$ cat config.mk
export PLATFORM = sky130hd
export DESIGN_NAME = mux_scan_ctrl_flat
export DESIGN_NICKNAME = d
export VERILOG_FILES = /design/src/rtl/mux_scan_pkg.sv /design/src/rtl/mux_scan_ctrl_if.sv /design/src/rtl/mux_scan_next.sv /design/src/rtl/mux_scan_ctrl.sv /design/src/flat_wrapper.sv
export SDC_FILE = /design/constraint.sdc
export NUM_CORES = 1
export LEC_CHECK = 0
export CORE_AREA = 2 2 83 85
export CTS_CLUSTER_DIAMETER = 150
export DETAILED_ROUTE_END_ITERATION = 10
export DIE_AREA = 0 0 85 87
export GPL_ROUTABILITY_DRIVEN = 1
export HOLD_SLACK_MARGIN = 0.15
export PLACE_DENSITY = 0.57
export SKIP_CTS_REPAIR_TIMING = 1
export SYNTH_ARGS = -nofsm -noshare
export SYNTH_HDL_FRONTEND = slang
export SYNTH_SLANG_ARGS = --single-unit
$ cat constraint.sdc
create_clock -name clk -period 2.23 [get_ports clk]
set_clock_uncertainty 0.2 [all_clocks]
set_input_delay 0.5575 -clock clk [delete_from_list [all_inputs] [get_ports clk]]
set_output_delay 0.5575 -clock clk [all_outputs]
set_load 0.01 [all_outputs]
$ cat src/rtl/mux_scan_pkg.sv
// Shared widths and FSM encoding for the mux scan sequencer.
// Imported by the scan controller, its channel finder and the stream interface.
package mux_scan_pkg;
    localparam int NCH    = 8;
    localparam int SEL_W  = 3;
    localparam int DATA_W = 8;
    localparam int CNT_W  = 8;

    typedef enum logic {
        S_IDLE,
        S_SETTLE
    } state_t;
endpackage

$ cat src/rtl/mux_scan_ctrl_if.sv
// Tagged-sample output stream: one (channel, data) beat per valid/ready transfer.
// Master holds data and channel stable while valid is high and ready is low.
interface mux_scan_ctrl_if;
    import mux_scan_pkg::*;

    logic [DATA_W-1:0] out_data;
    logic [SEL_W-1:0]  out_ch;
    logic              out_valid;
    logic              out_ready;

    modport master (output out_data, output out_ch, output out_valid, input out_ready);
    modport slave  (input out_data, input out_ch, input out_valid, output out_ready);
endinterface

$ cat src/rtl/mux_scan_next.sv
// Priority finder: next enabled channel above the current one (wrapping), and the lowest enabled channel.
// Purely combinational; is_last_o flags that nothing enabled lies above the current channel.
module mux_scan_next
    import mux_scan_pkg::*;
(
    input  logic [SEL_W-1:0] cur_i,
    input  logic [NCH-1:0]   mask_i,
    output logic [SEL_W-1:0] next_o,
    output logic             is_last_o,
    output logic [SEL_W-1:0] lowest_o
);
    always_comb begin
        lowest_o  = '0;
        is_last_o = 1'b1;
        for (int i = NCH - 1; i >= 0; i--) begin
            if (mask_i[i]) lowest_o = SEL_W'(i);
        end
        // Descending scan leaves the smallest enabled channel above cur_i; wrap to lowest otherwise.
        next_o = lowest_o;
        for (int i = NCH - 1; i >= 0; i--) begin
            if (mask_i[i] && (i > int'(cur_i))) begin
                next_o    = SEL_W'(i);
                is_last_o = 1'b0;
            end
        end
    end
endmodule

$ cat src/rtl/mux_scan_ctrl.sv
// Drives the mux select over a masked channel set, samples y after DWELL cycles, emits tagged beats.
// First beat DWELL cycles after start; a full output slot stalls the dwell counter at zero.
module mux_scan_ctrl
    import mux_scan_pkg::*;
#(
    parameter int unsigned DWELL = 4
) (
    input  logic              clk,
    input  logic              rst_n,
    input  logic              start,
    input  logic              stop,
    input  logic              mode,
    input  logic [NCH-1:0]    chan_mask,
    output logic [SEL_W-1:0]  s,
    input  logic [DATA_W-1:0] y,
    mux_scan_ctrl_if.master   out_if,
    output logic              busy,
    output logic              done
);
    localparam logic [CNT_W-1:0] RELOAD = CNT_W'(DWELL - 1);

    state_t            state_q, state_d;
    logic [CNT_W-1:0]  cnt_q, cnt_d;
    logic [SEL_W-1:0]  s_q, s_d;
    logic [NCH-1:0]    mask_q, mask_d;
    logic              mode_q, mode_d;
    logic [DATA_W-1:0] data_q, data_d;
    logic [SEL_W-1:0]  ch_q, ch_d;
    logic              valid_q, valid_d;
    logic              done_q, done_d;

    logic [NCH-1:0]    fnd_mask;
    logic [SEL_W-1:0]  nxt_ch, low_ch;
    logic              is_last;
    logic              slot_free;

    // In IDLE the finder looks at the live mask so the first channel is ready at start.
    assign fnd_mask  = (state_q == S_IDLE) ? chan_mask : mask_q;
    assign slot_free = !valid_q || out_if.out_ready;

    mux_scan_next u_next (
        .cur_i     (s_q),
        .mask_i    (fnd_mask),
        .next_o    (nxt_ch),
        .is_last_o (is_last),
        .lowest_o  (low_ch)
    );

    always_comb begin
        state_d = state_q;
        cnt_d   = cnt_q;
        s_d     = s_q;
        mask_d  = mask_q;
        mode_d  = mode_q;
        data_d  = data_q;
        ch_d    = ch_q;
        valid_d = valid_q;
        done_d  = 1'b0;

        if (valid_q && out_if.out_ready) valid_d = 1'b0;

        case (state_q)
            S_IDLE: begin
                if (start && !stop) begin
                    if (chan_mask != '0) begin
                        mask_d  = chan_mask;
                        mode_d  = mode;
                        s_d     = low_ch;
                        cnt_d   = RELOAD;
                        state_d = S_SETTLE;
                    end else begin
                        done_d = 1'b1;
                    end
                end
            end
            S_SETTLE: begin
                if (stop) begin
                    state_d = S_IDLE;
                    done_d  = 1'b1;
                end else if (cnt_q != '0) begin
                    cnt_d = cnt_q - 1'b1;
                end else if (slot_free) begin
                    data_d  = y;
                    ch_d    = s_q;
                    valid_d = 1'b1;
                    if (is_last && !mode_q) begin
                        state_d = S_IDLE;
                        done_d  = 1'b1;
                    end else begin
                        s_d   = nxt_ch;
                        cnt_d = RELOAD;
                    end
                end
            end
            default: state_d = S_IDLE;
        endcase
    end

    always_ff @(posedge clk) begin
        if (!rst_n) begin
            state_q <= S_IDLE;
            cnt_q   <= '0;
            s_q     <= '0;
            mask_q  <= '0;
            mode_q  <= 1'b0;
            data_q  <= '0;
            ch_q    <= '0;
            valid_q <= 1'b0;
            done_q  <= 1'b0;
        end else begin
            state_q <= state_d;
            cnt_q   <= cnt_d;
            s_q     <= s_d;
            mask_q  <= mask_d;
            mode_q  <= mode_d;
            data_q  <= data_d;
            ch_q    <= ch_d;
            valid_q <= valid_d;
            done_q  <= done_d;
        end
    end

    assign s                = s_q;
    assign out_if.out_data  = data_q;
    assign out_if.out_ch    = ch_q;
    assign out_if.out_valid = valid_q;
    assign busy             = (state_q != S_IDLE);
    assign done             = done_q;
endmodule
$ cat src/flat_wrapper.sv
// flat-port wrapper written by rule: the top's interface ports become plain ports
module mux_scan_ctrl_flat import mux_scan_pkg::*;
#(
    parameter int unsigned DWELL = 4
)
  (clk, rst_n, start, stop, mode, chan_mask, s, y, busy, done, out_if_out_data, out_if_out_ch, out_if_out_valid, out_if_out_ready);
  mux_scan_ctrl_if out_if_i ();
  input  logic clk;
  input  logic rst_n;
  input  logic start;
  input  logic stop;
  input  logic mode;
  input  logic [NCH-1:0] chan_mask;
  output logic [SEL_W-1:0] s;
  input  logic [DATA_W-1:0] y;
  output logic busy;
  output logic done;
  output wire logic [$bits(out_if_i.out_data)-1:0] out_if_out_data;
  output wire logic [$bits(out_if_i.out_ch)-1:0] out_if_out_ch;
  output wire logic [$bits(out_if_i.out_valid)-1:0] out_if_out_valid;
  input wire logic [$bits(out_if_i.out_ready)-1:0] out_if_out_ready;
  assign out_if_out_data = out_if_i.out_data;
  assign out_if_out_ch = out_if_i.out_ch;
  assign out_if_out_valid = out_if_i.out_valid;
  assign out_if_i.out_ready = out_if_out_ready;
  mux_scan_ctrl #(.DWELL(DWELL)) u_core (.clk(clk), .rst_n(rst_n), .start(start), .stop(stop), .mode(mode), .chan_mask(chan_mask), .s(s), .y(y), .out_if(out_if_i), .busy(busy), .done(done));
endmodule
== After elaboration in Yosys (flattened, before gate mapping) ==
Index checks and enable logic that the tools add are counted.
Storage, ports and cells
  flip-flop bits (word level): 34
  output and inout bits: 17
  word-level logic and storage cells: 104
Cells by class
  $add $sub $neg: 1
  $lt $le $gt $ge: 7
  eq/ne operators: 8
  muxes and demuxes: 56
  bitwise gates (word level): 3
  reductions and logical operators: 20
Operators by type and width (number)
  $mux 3: 21
  $mux 8: 7
  $mux 1: 24
  $pmux 8 s2: 1
  $reduce_bool 8->1: 2
  $gt 3x3->1 const A: 4
  $ne 2x2->1 const B: 6
  $logic_and 1x1->1: 10
  $sub 8x1->8 const B: 1
  $gt 2x3->1 const A: 2
  $ne 3x3->1 const B: 2
  $pmux 3 s2: 1
  $reduce_and 6->1: 1
  $reduce_and 5->1: 1
  $pmux 1 s2: 2
  $reduce_and 4->1: 1
  $gt 1x3->1 const A: 1
  $logic_not 1->1: 3
  $not 1->1: 3
  $reduce_and 3->1: 1
  $logic_or 1x1->1: 1

== Logic depth before layout (Yosys ltp) ==
Gate-level depths: netlist (run 1).
  depth after elaboration: 21
  gate-level depth with buffers: 9
  depth with buffers taken out: 8

== Hierarchy ==
From an unflattened synthesis (run 1), not the netlist that was laid out.
Second synthesis, totals
  cell total of the unflattened synthesis: 237
  area, all modules: 1919.3 µm²
Modules (own cells, without submodules)
  mux_scan_ctrl: times used 1, cells each 188, area each 1619.1 µm², sequential area each 680.7 µm²
  mux_scan_next: times used 1, cells each 49, area each 300.3 µm², sequential area each 0.0 µm²

== Worst setup path before layout (run 1) ==
Ideal clock, no wire load.
  path kind: flip-flop to flip-flop
  start: register u_core.state_q (netlist: u_core.busy)
  end: register u_core.cnt_q[1]
  library setup time: 0.137 ns
  arrival: 1.996 ns
  required time: 1.893 ns
  path slack: -0.103 ns
  stages on the path, launching flop included: 9
  buffers on the path: 1
  period minus slack after synthesis: 2.333 ns
  cell sequence: dfxtp_1 buf_6 mux2i_1 o21ai_0 a2111oi_2 a21oi_2 o21a_1 o21ai_0 a31oi_1
On the way
  word-level cells in the longest chain between the ends: 12
  elaborated cells on any way between the ends: 24
  those cells by class: eq/ne (5); mux (9); bitwise (1); reduce/logical (9)
Ends and longest elaborated chain
  from (decl): RTL line mux_scan_ctrl.sv:22  | state_t state_q, state_d;
  from (signal assigned): RTL line mux_scan_ctrl.sv:111  | state_q <= state_d;
  $mux 8: RTL line mux_scan_ctrl.sv:38  | assign fnd_mask = (state_q == S_IDLE) ? chan_mask : mask_q;
  $logic_and 1x1->1: RTL line mux_scan_next.sv:21  | if (mask_i[i] && (i > int'(cur_i))) begin
  $mux 1 (7 in series): RTL line mux_scan_next.sv:21
  $logic_and 1x1->1: RTL line mux_scan_ctrl.sv:86  | if (is_last && !mode_q) begin
  $ne 3x3->1 (no source line)
  $reduce_and 5->1 (no source line)
  to (signal assigned): RTL line mux_scan_ctrl.sv:112  | cnt_q <= cnt_d;
  to (decl): RTL line mux_scan_ctrl.sv:23  | logic [CNT_W-1:0] cnt_q, cnt_d;
Parallel ways exist; a longest one is shown, timed or not.
A chain may end at the register's enable or synchronous reset.

== Worst setup path after layout (run 1) ==
  start: register u_core.state_q (netlist: u_core.busy)
  end: register u_core.s_q[2] (netlist: u_core.s[2])
On the way
  word-level cells in the longest chain between the ends: 21
  elaborated cells on any way between the ends: 46
  those cells by class: eq/ne (6); mux (30); bitwise (1); reduce/logical (9)
Ends and longest elaborated chain
  $mux 8: RTL line mux_scan_ctrl.sv:38
  $mux 3 (8 in series): RTL line mux_scan_next.sv:16  | if (mask_i[i]) lowest_o = SEL_W'(i);
  $mux 3 (7 in series): RTL line mux_scan_next.sv:21
  $mux 3: RTL line mux_scan_ctrl.sv:86
  $mux 3: RTL line mux_scan_ctrl.sv:82  | end else if (slot_free) begin
  $mux 3: RTL line mux_scan_ctrl.sv:80  | end else if (cnt_q != '0) begin
  $mux 3: RTL line mux_scan_ctrl.sv:77  | if (stop) begin
  $pmux 3 s2: RTL line mux_scan_ctrl.sv:62  | case (state_q)
  to (signal assigned): RTL line mux_scan_ctrl.sv:103  | s_q <= '0;
  to (signal assigned): RTL line mux_scan_ctrl.sv:113  | s_q <= s_d;
  to (decl): RTL line mux_scan_ctrl.sv:24  | logic [SEL_W-1:0] s_q, s_d;
Parallel ways exist; a longest one is shown, timed or not. The select of a mux whose other input is x is not followed.

==> Implementation_results.wiki, run 1 <==
{| class="wikitable"
! Metric !! Value
|-
| Area share of the largest cell type after synthesis || 35.7%
|-
| Post-synthesis share of cell area spent on full adders, half adders and majority gates || 1.31%
|-
| Final global-route overflow total || 0
|-
| Worst flop-to-flop path startpoint || u_core.busy
|-
| Post-Syn Instances || 223
|-
| Number of search-and-repair iterations in the first detailed-routing pass || 4
|-
| Fraction of synthesis flops using an asynchronous set or reset pin || 0%
|-
| Setup slack, reg-to-reg || -0.02 ns
|-
| Post-synth EDFFs || 0
|-
| Power per Cell Area || 563 nW/um^2
|-
| Worst skew pair latency || 0.29 ns
|-
| Clock transition time at the flip-flop clock pins of the worst setup and hold paths || 0.07 ns
|-
| DRT antenna net count || 0
|-
| Post-Synthesis Net Count || 247
|-
| Data required time of the critical path || 2.23 ns
|-
| F_max || 444 MHz
|-
| RePlAce Congestion || 0.859
|-
| Outcome || complete, but fails checks
|-
| Library cell appearing most often on the critical path || o21ai_2
|-
| First-pass GRT wire length || 8120 um
|-
| Area of the core || 6570 sq um
|-
| Fraction of the yosys area taken by sequential cells || 35.7%
|-
| Max stage delay cell, worst path || dfxtp_4
|-
| R2R depth || 10
|-
| Worst slew slack as a fraction of its limit || 76.5%
|-
| Multiplexer share of the synthesized area || 12.3%
|-
| Sink Count || 34
|-
| Nature of the critical path endpoint || flop
|-
| Final hold violations || 0
|-
| Top cells by area in the synthesized netlist || dfxtp_1 (36%), mux2i_1 (12%), nor2_1 (6.9%), nor2b_1 (5.3%), a21oi_1 (2.9%)
|-
| Standard-cell row count || 30
|-
| Worst endpoint data arrival time || 2.25 ns
|-
| Origin of the worst min-delay path || u_core.out_if.out_data[7]
|-
| Delay of the slowest cell on the worst path || 0.38 ns
|-
| Share of cells above drive strength 1 || 29.4%
|-
| Main combinational cell family by area after synthesis || simple AND/OR/NAND/NOR gates
|-
| Number of flip-flops and latches in the synthesized netlist || 34
|-
| Failing checks || setup timing
|-
| Layout overhead on the synthesized area || 59.2%
|-
| Cell area after placement || 2680 sq um
|-
| Post-Route WL || 5230 um
|-
| Met1 routing resource usage after global routing || 17.3%
|-
| Post-detailed-route DRC marker count || 0
|-
| GRT met2 Usage || 22.7%
|-
| Total of buffers placed on input and output ports || 38
|-
| Buffers from clock root to sink, at most || 2
|-
| Overall fraction of global-route tracks in use || 13.7%
|-
| Slew @ Worst Pin || 0.352 ns
|-
| Primary flip-flop cell chosen by synthesis mapping || dfxtp_1
|-
| Smallest setup slack after layout || -0.0208 ns
|-
| Largest net degree at the start of global routing || 16
|-
| Crit Path Category || flop to flop
|-
| Cell chosen for the clock root || clkbuf_8
|-
| Top fanout value on the critical path || 7
|-
| Clock period minus final worst setup slack || 2.25 ns
|-
| Synthesized cell area || 1910 sq um
|-
| Yosys synthesis warning count || 0
|-
| Post-route fraction of the period consumed by the critical path || 101%
|-
| HPWL reported at the end of detailed placement || 3740 um
|-
| Endpoint of the most critical register-to-register path || u_core.s[2]
|-
| Total power draw || 0.00171 W
|-
| Number of maximum-capacitance violations || 0
|-
| Number of antenna diodes || 0
|-
| TritonCTS clock tree || built
|-
| Post-Synth Simple-Gate Area || 21.7%
|-
| Launching element type of the critical path || flop
|-
| Path class of the lowest-slack min-delay path || flop to flop
|-
| Total leakage power || 1.26 nW
|-
| Average wire per cell in the routed design || 13.4 um
|-
| Starting DRT DRC Count || 40
|-
| Average cell area after synthesis || 8.55 sq um
|-
| Number of buffers created by CTS || 5
|-
| Ordered cell list for the critical path || buf_12, mux2i_4, o21ai_2, a2111oi_2, buf_4, a21oi_2, o21ai_2, buf_6, nand3_1, o41ai_2
|-
| Maximum level of the CTS H-tree || 2
|-
| Cell taking the most area after synthesis || dfxtp_1
|-
| Final-stage net count || 334
|-
| Busiest metal layer after global routing || met2
|-
| Library cells used by synthesis || 47
|-
| Top-level port count || 39
|-
| Worst hold path depth || 2
|-
| Worst voltage drop across the vdd grid || 0.247 mV
|-
| Share of the synthesized netlist area taken by xor and xnor gates || 2.30%
|-
| RSZ-0062 raised after global routing || true
|-
| Post-synthesis compound-gate area fraction || 21.5%
|-
| Via count of the first global-routing pass || 1789
|-
| Antenna violations before repair || 0
|-
| Die outline area || 7400 sq um
|-
| Met3 track utilization from global routing || 3.51%
|-
| Setup violators final || 2
|-
| Hold worst-path end || u_core.out_if.out_data[7]
|-
| Effective utilization at floorplan || 29.0%
|-
| Post-detailed-route via-to-cell ratio || 4.86
|-
| Floorplan die height || 87 um
|-
| Post-route cell area || 3030 sq um
|-
| Total count of max-transition violations in the final report || 0
|-
| Die width || 85 um
|-
| Via total after detailed routing || 1895
|}
## worst max-delay path by stage
| stage | cells after the start | from | slack, ns | to |
|---|---|---|---|---|
| floorplan | 8 | u_core.busy | 0.009 | u_core.cnt_q[1] |
| global placement | 9 | chan_mask[6] | -0.52 | u_core.cnt_q[4] |
| detailed placement | 8 | chan_mask[3] | -0.56 | u_core.cnt_q[1] |
| CTS | 8 | chan_mask[3] | -0.25 | u_core.cnt_q[1] |
| global route | 9 | u_core.busy | -0.13 | u_core.cnt_q[4] |
| finish | 10 | u_core.busy | -0.02 | u_core.s[2] |
## state kept, by name, summed over array words and instances (netlist names)
register	flops
u_core.mode_q	1
u_core.out_if.out_data	8
u_core.cnt_q	8
u_core.out_if.out_ch	3
u_core.done	1
u_core.mask_q	8
u_core.s	3
u_core.busy	1
u_core.out_if.out_valid	1
## cell usage in the layout, fill, tap and decap left out, drive strengths merged, types with 2 or more instances in the layout
cell / instances
a31oi: 3
o211ai: 7
o21bai: 2
o21ai: 11
nor2b: 16
nor4b: 2
clkdlybuf4s50: 32
clkbuf: 7
o21a: 6
o32ai: 2
mux2i: 23
nor2: 35
a21oi: 13
buf: 51
nand3: 4
dlymetal6s2s: 6
xor2: 5
nor3: 6
nand4: 2
o31ai: 4
ha: 2
dfxtp: 34
inv: 11
nand2: 8
## metal layers
metal	up-vias	part of all wire, %
li1	974	-
met1	880	47
met2	35	49
met3	6	3.2
met4	0	1.1
met5	-	0
## power by group
group          switching (W)  leakage, nW  internal [W]  total (W)
Combinational       0.000207        0.922      0.000248   0.000455
Clock               0.000231       0.0573      0.000358   0.000589
Sequential         0.0000280        0.278      0.000635   0.000663
## metrics by stage
stage | setup TNS [ns] | cells | hold WS (ns) | utilization [%] | setup WS (ns)
floorplan | 0 | 223 | 0.283 | - | 0.00933
global placement | -9.07 | 374 | 0.279 | 40.7 | -0.524
detailed placement | -9.32 | 374 | 0.288 | 40.7 | -0.559
CTS | -2.62 | 381 | 0.310 | 42.5 | -0.253
global route | -1.62 | 390 | 0.344 | 46.2 | -0.127
finish | -0.0251 | 390 | 0.304 | 46.2 | -0.0208
## critical path, delay by kind of cell, from the launching register on
family | cells | cell delay (ns)
compound gates | 5 | 0.72
flops | 1 | 0.38
simple gates | 1 | 0.12
mux | 1 | 0.25
buf+inv | 3 | 0.49
## final cells by class
| cell class | count | area [sq um] |
|---|---|---|
| tap | 80 | 100 |
| multi-input combinational | 167 | 1260 |
| sequential | 34 | 687 |
| clock buffer | 6 | 82.6 |
| inverter | 12 | 45.0 |
| fill | 635 | 3530 |
| clock inverter | 1 | 30.0 |
| timing repair buffer | 90 | 831 |
## cell families after synthesis
logic type / count (synthesis)
buf+inv: 22
compound gates: 58
mux: 23
flops: 34
fa+ha+maj: 2
xor+xnor: 5
simple gates: 79
## cells in the mapped netlist (all sizes together), types with 2 or more instances
cell and number:
nor3 6, buf 5, ha 2, a21oi 13, o21ai 11, o31ai 4
nor2b 16, inv 11, o211ai 7, nand2 8, o21a 6, dfxtp 34
o32ai 2, nand4 2, xor2 5, nor2 35, o21bai 2, clkbuf 5
nor4b 2, nand3 4, mux2i 23, a31oi 3
No activity file was read; power rests on OpenSTA's default activity.
==> run 2: changes to the inputs <==
- PLACE_DENSITY: 0.57 -> 0.55
- clock period: 2.23 -> 2.08 ns (I/O delays scaled with it)
==> run 2 against run 1 <==
The run still ends with setup timing left. Via count rose by 3.0%. Global-route usage rose by 0.41 points. Total power rose by 16%. Clock-buffer cell count did not move. Critical path depth fell by 4. Utilization rose by 2.7 points. Register-to-register slack got worse by 0.08 ns. First-iteration DRC count rose by 90%. Sequential share of layout area fell by 1.0 points. Critical endpoint is now u_core.s[0]. Largest cell class unchanged. Highest routed layer unchanged.
==> Implementation_results.wiki, run 2 (same netlist as run 1, synthesis figures left out) <==
{| class="wikitable"
! Metric !! Value
|-
| Non-Filler Instances || 398 (+2.1%)
|-
| Via total after detailed routing || 1951 (+3.0%)
|-
| Cell chosen for the clock root || clkbuf_8
|-
| Outcome || complete, but fails checks
|-
| FF+latch area || 694 sq um (+1.1%)
|-
| Number of buffers created by CTS || 5 (unchanged)
|-
| Overall fraction of global-route tracks in use || 14.1% (+0.41 points)
|-
| Post-route fraction of the period consumed by the critical path || 105% (+3.8 points)
|-
| RePlAce Congestion || 0.793 (-7.7%)
|-
| Largest net degree at the start of global routing || 22 (+6)
|-
| Fill count || 596 (-6.1%)
|-
| Crit Path Category || flop to flop
|-
| Antenna violations before repair || 0 (unchanged)
|-
| Total instance count after detailed placement || 376 (+0.53%)
|-
| Total count of max-transition violations in the final report || 0 (unchanged)
|-
| Data required time of the critical path || 2.08 ns (-0.15 ns)
|-
| Die outline area || 7400 sq um (unchanged)
|-
| Top fanout value on the critical path || 7 (unchanged)
|-
| Slew @ Worst Pin || 0.339 ns (-0.0126 ns)
|-
| Clock transition time at the flip-flop clock pins of the worst setup and hold paths || 0.07 ns (about the same)
|-
| Worst voltage drop across the vdd grid || 0.418 mV (+69%)
|-
| Commonest non-fill, non-tap cell in the layout || buf_4
|-
| Launching element type of the critical path || flop
|-
| Final global-route overflow total || 0 (unchanged)
|-
| Power per Cell Area || 618 nW/um^2 (+9.9%)
|-
| Total leakage power || 1.42 nW (+13%)
|-
| Standard-cell row count || 30 (unchanged)
|-
| F_max || 459 MHz (+3.3%)
|-
| Commonest cells after routing, fill and taps aside || buf_4 (48), nor2_1 (30), dfxtp_1 (29), clkdlybuf4s50_1 (26), mux2i_1 (19)
|-
| Area of the core || 6570 sq um (unchanged)
|-
| Worst endpoint data arrival time || 2.18 ns (-0.07 ns)
|-
| Final hold violations || 0 (unchanged)
|-
| Layout overhead on the synthesized area || 68.7%
|-
| Number of search-and-repair iterations in the first detailed-routing pass || 4 (unchanged)
|-
| First-pass GRT wire length || 8470 um (+4.3%)
|-
| Area of combinational cells with multiple inputs || 1330 sq um (+5.7%)
|-
| Share of cells above drive strength 1 || 34.6% (+5.2 points)
|-
| Total of buffers placed on input and output ports || 38 (unchanged)
|-
| Utilization of the core after routing || 48.9% (+2.7 points)
|-
| Post-detailed-route DRC marker count || 0 (unchanged)
|-
| Die width || 85 um (unchanged)
|-
| Floorplan die height || 87 um (unchanged)
|-
| Sink Count || 34 (unchanged)
|-
| Post-Route WL || 5550 um (+6.2%)
|-
| Maximum level of the CTS H-tree || 2 (unchanged)
|-
| Average wire per cell in the routed design || 13.9 um (+4.0%)
|-
| HPWL reported at the end of detailed placement || 3860 um (+3.2%)
|-
| RSZ-0062 raised after global routing || true
|-
| Final-stage net count || 341 (+2.1%)
|-
| TritonCTS clock tree || built
|-
| Worst skew pair latency || 0.29 ns (about the same)
|-
| Buffers from clock root to sink, at most || 2 (unchanged)
|-
| Setup violators final || 22 (+20)
|-
| Number of maximum-capacitance violations || 0 (unchanged)
|-
| Failing checks || setup timing
|-
| Effective utilization at floorplan || 29.0% (unchanged)
|-
| Path class of the lowest-slack min-delay path || flop to flop
|-
| DRT antenna net count || 0 (unchanged)
|-
| Starting DRT DRC Count || 76 (+90%)
|-
| Via count of the first global-routing pass || 1803 (+0.78%)
|-
| Nature of the critical path endpoint || flop
|-
| Post-detailed-route via-to-cell ratio || 4.90 (+0.89%)
|-
| Number of antenna diodes || 0 (unchanged)
|-
| Smallest setup slack after layout || -0.0983 ns (-0.0775 ns)
|-
| Top-level port count || 39 (unchanged)
|-
| Worst slew slack as a fraction of its limit || 77.2% (+0.69 points)
|-
| Clock period minus final worst setup slack || 2.18 ns (-0.0725 ns)
|}
## run 2: cell count changes in the layout (fill, tap and decap cells not counted), moves of 2 or more
cell / previous run / this run
o21ai_2: 3 / 1
dfxtp_1: 31 / 29
clkdlybuf4s50_1: 32 / 26
nor3_2: 2 / 4
o21ai_4: 0 / 2
mux2i_1: 21 / 19
dfxtp_4: 1 / 3
mux2i_2: 0 / 2
buf_4: 46 / 48
dlymetal6s2s_1: 6 / 12
buf_6: 4 / 8
## run 2: critical path, cell delays in order (launching register included)
cell and delay (ns):
dfxtp_1 0.31, or4_4 0.55, nor4b_4 0.34, nand2_1 0.15, a21oi_2 0.18, o21ai_4 0.13, o31ai_1 0.23
## run 2: final cells by class
cell class | instances | area share, %
clock buffers | 6 | 2.57
multi-input cells | 167 | 41.4
well taps | 80 | 3.11
repair buffers | 97 | 28.0
flip-flops and latches | 34 | 21.6
inverters | 12 | 1.44
clock inverters | 2 | 1.87
## run 2: final timing paths
path	slack, ns	from	end	depth (start not counted)
max	-0.1	u_core.cnt_q[5]	u_core.s[0]	6
min	0.31	u_core.out_if.out_ch[2]	u_core.out_if.out_ch[2]	2
max reg2reg	-0.1	u_core.cnt_q[5]	u_core.s[0]	6
min reg2reg	0.31	u_core.out_if.out_ch[2]	u_core.out_if.out_ch[2]	2
## run 2: power breakdown
part,internal (W),total (W),switching (W)
clock network,0.000511,0.000765,0.000253
logic,0.000273,0.000510,0.000237
registers,0.000680,0.000712,0.0000322
## run 2: stage by stage
stage	area [sq um]	hold WS (ns)	TNS (ns)	setup slack, ns	total power, W
finish	3210	0.311	-1.38	-0.0983	0.00199
global route	3210	0.347	-3.49	-0.220	0.00208
CTS	2870	0.300	-5.43	-0.355	0.00194
detailed placement	2730	0.281	-11.97	-0.659	0.00116
global placement	2730	0.270	-11.81	-0.623	0.00116
floorplan	1960	0.297	-0.00374	-0.00374	0.000964
## run 2: layer usage
layer	track usage, %	vias to the layer above	share of wire [%]
li1	-	980	-
met5	0	-	0
met4	4.76	0	1.8
met3	2.09	9	2.1
met2	24.4	26	50
met1	18.1	936	46
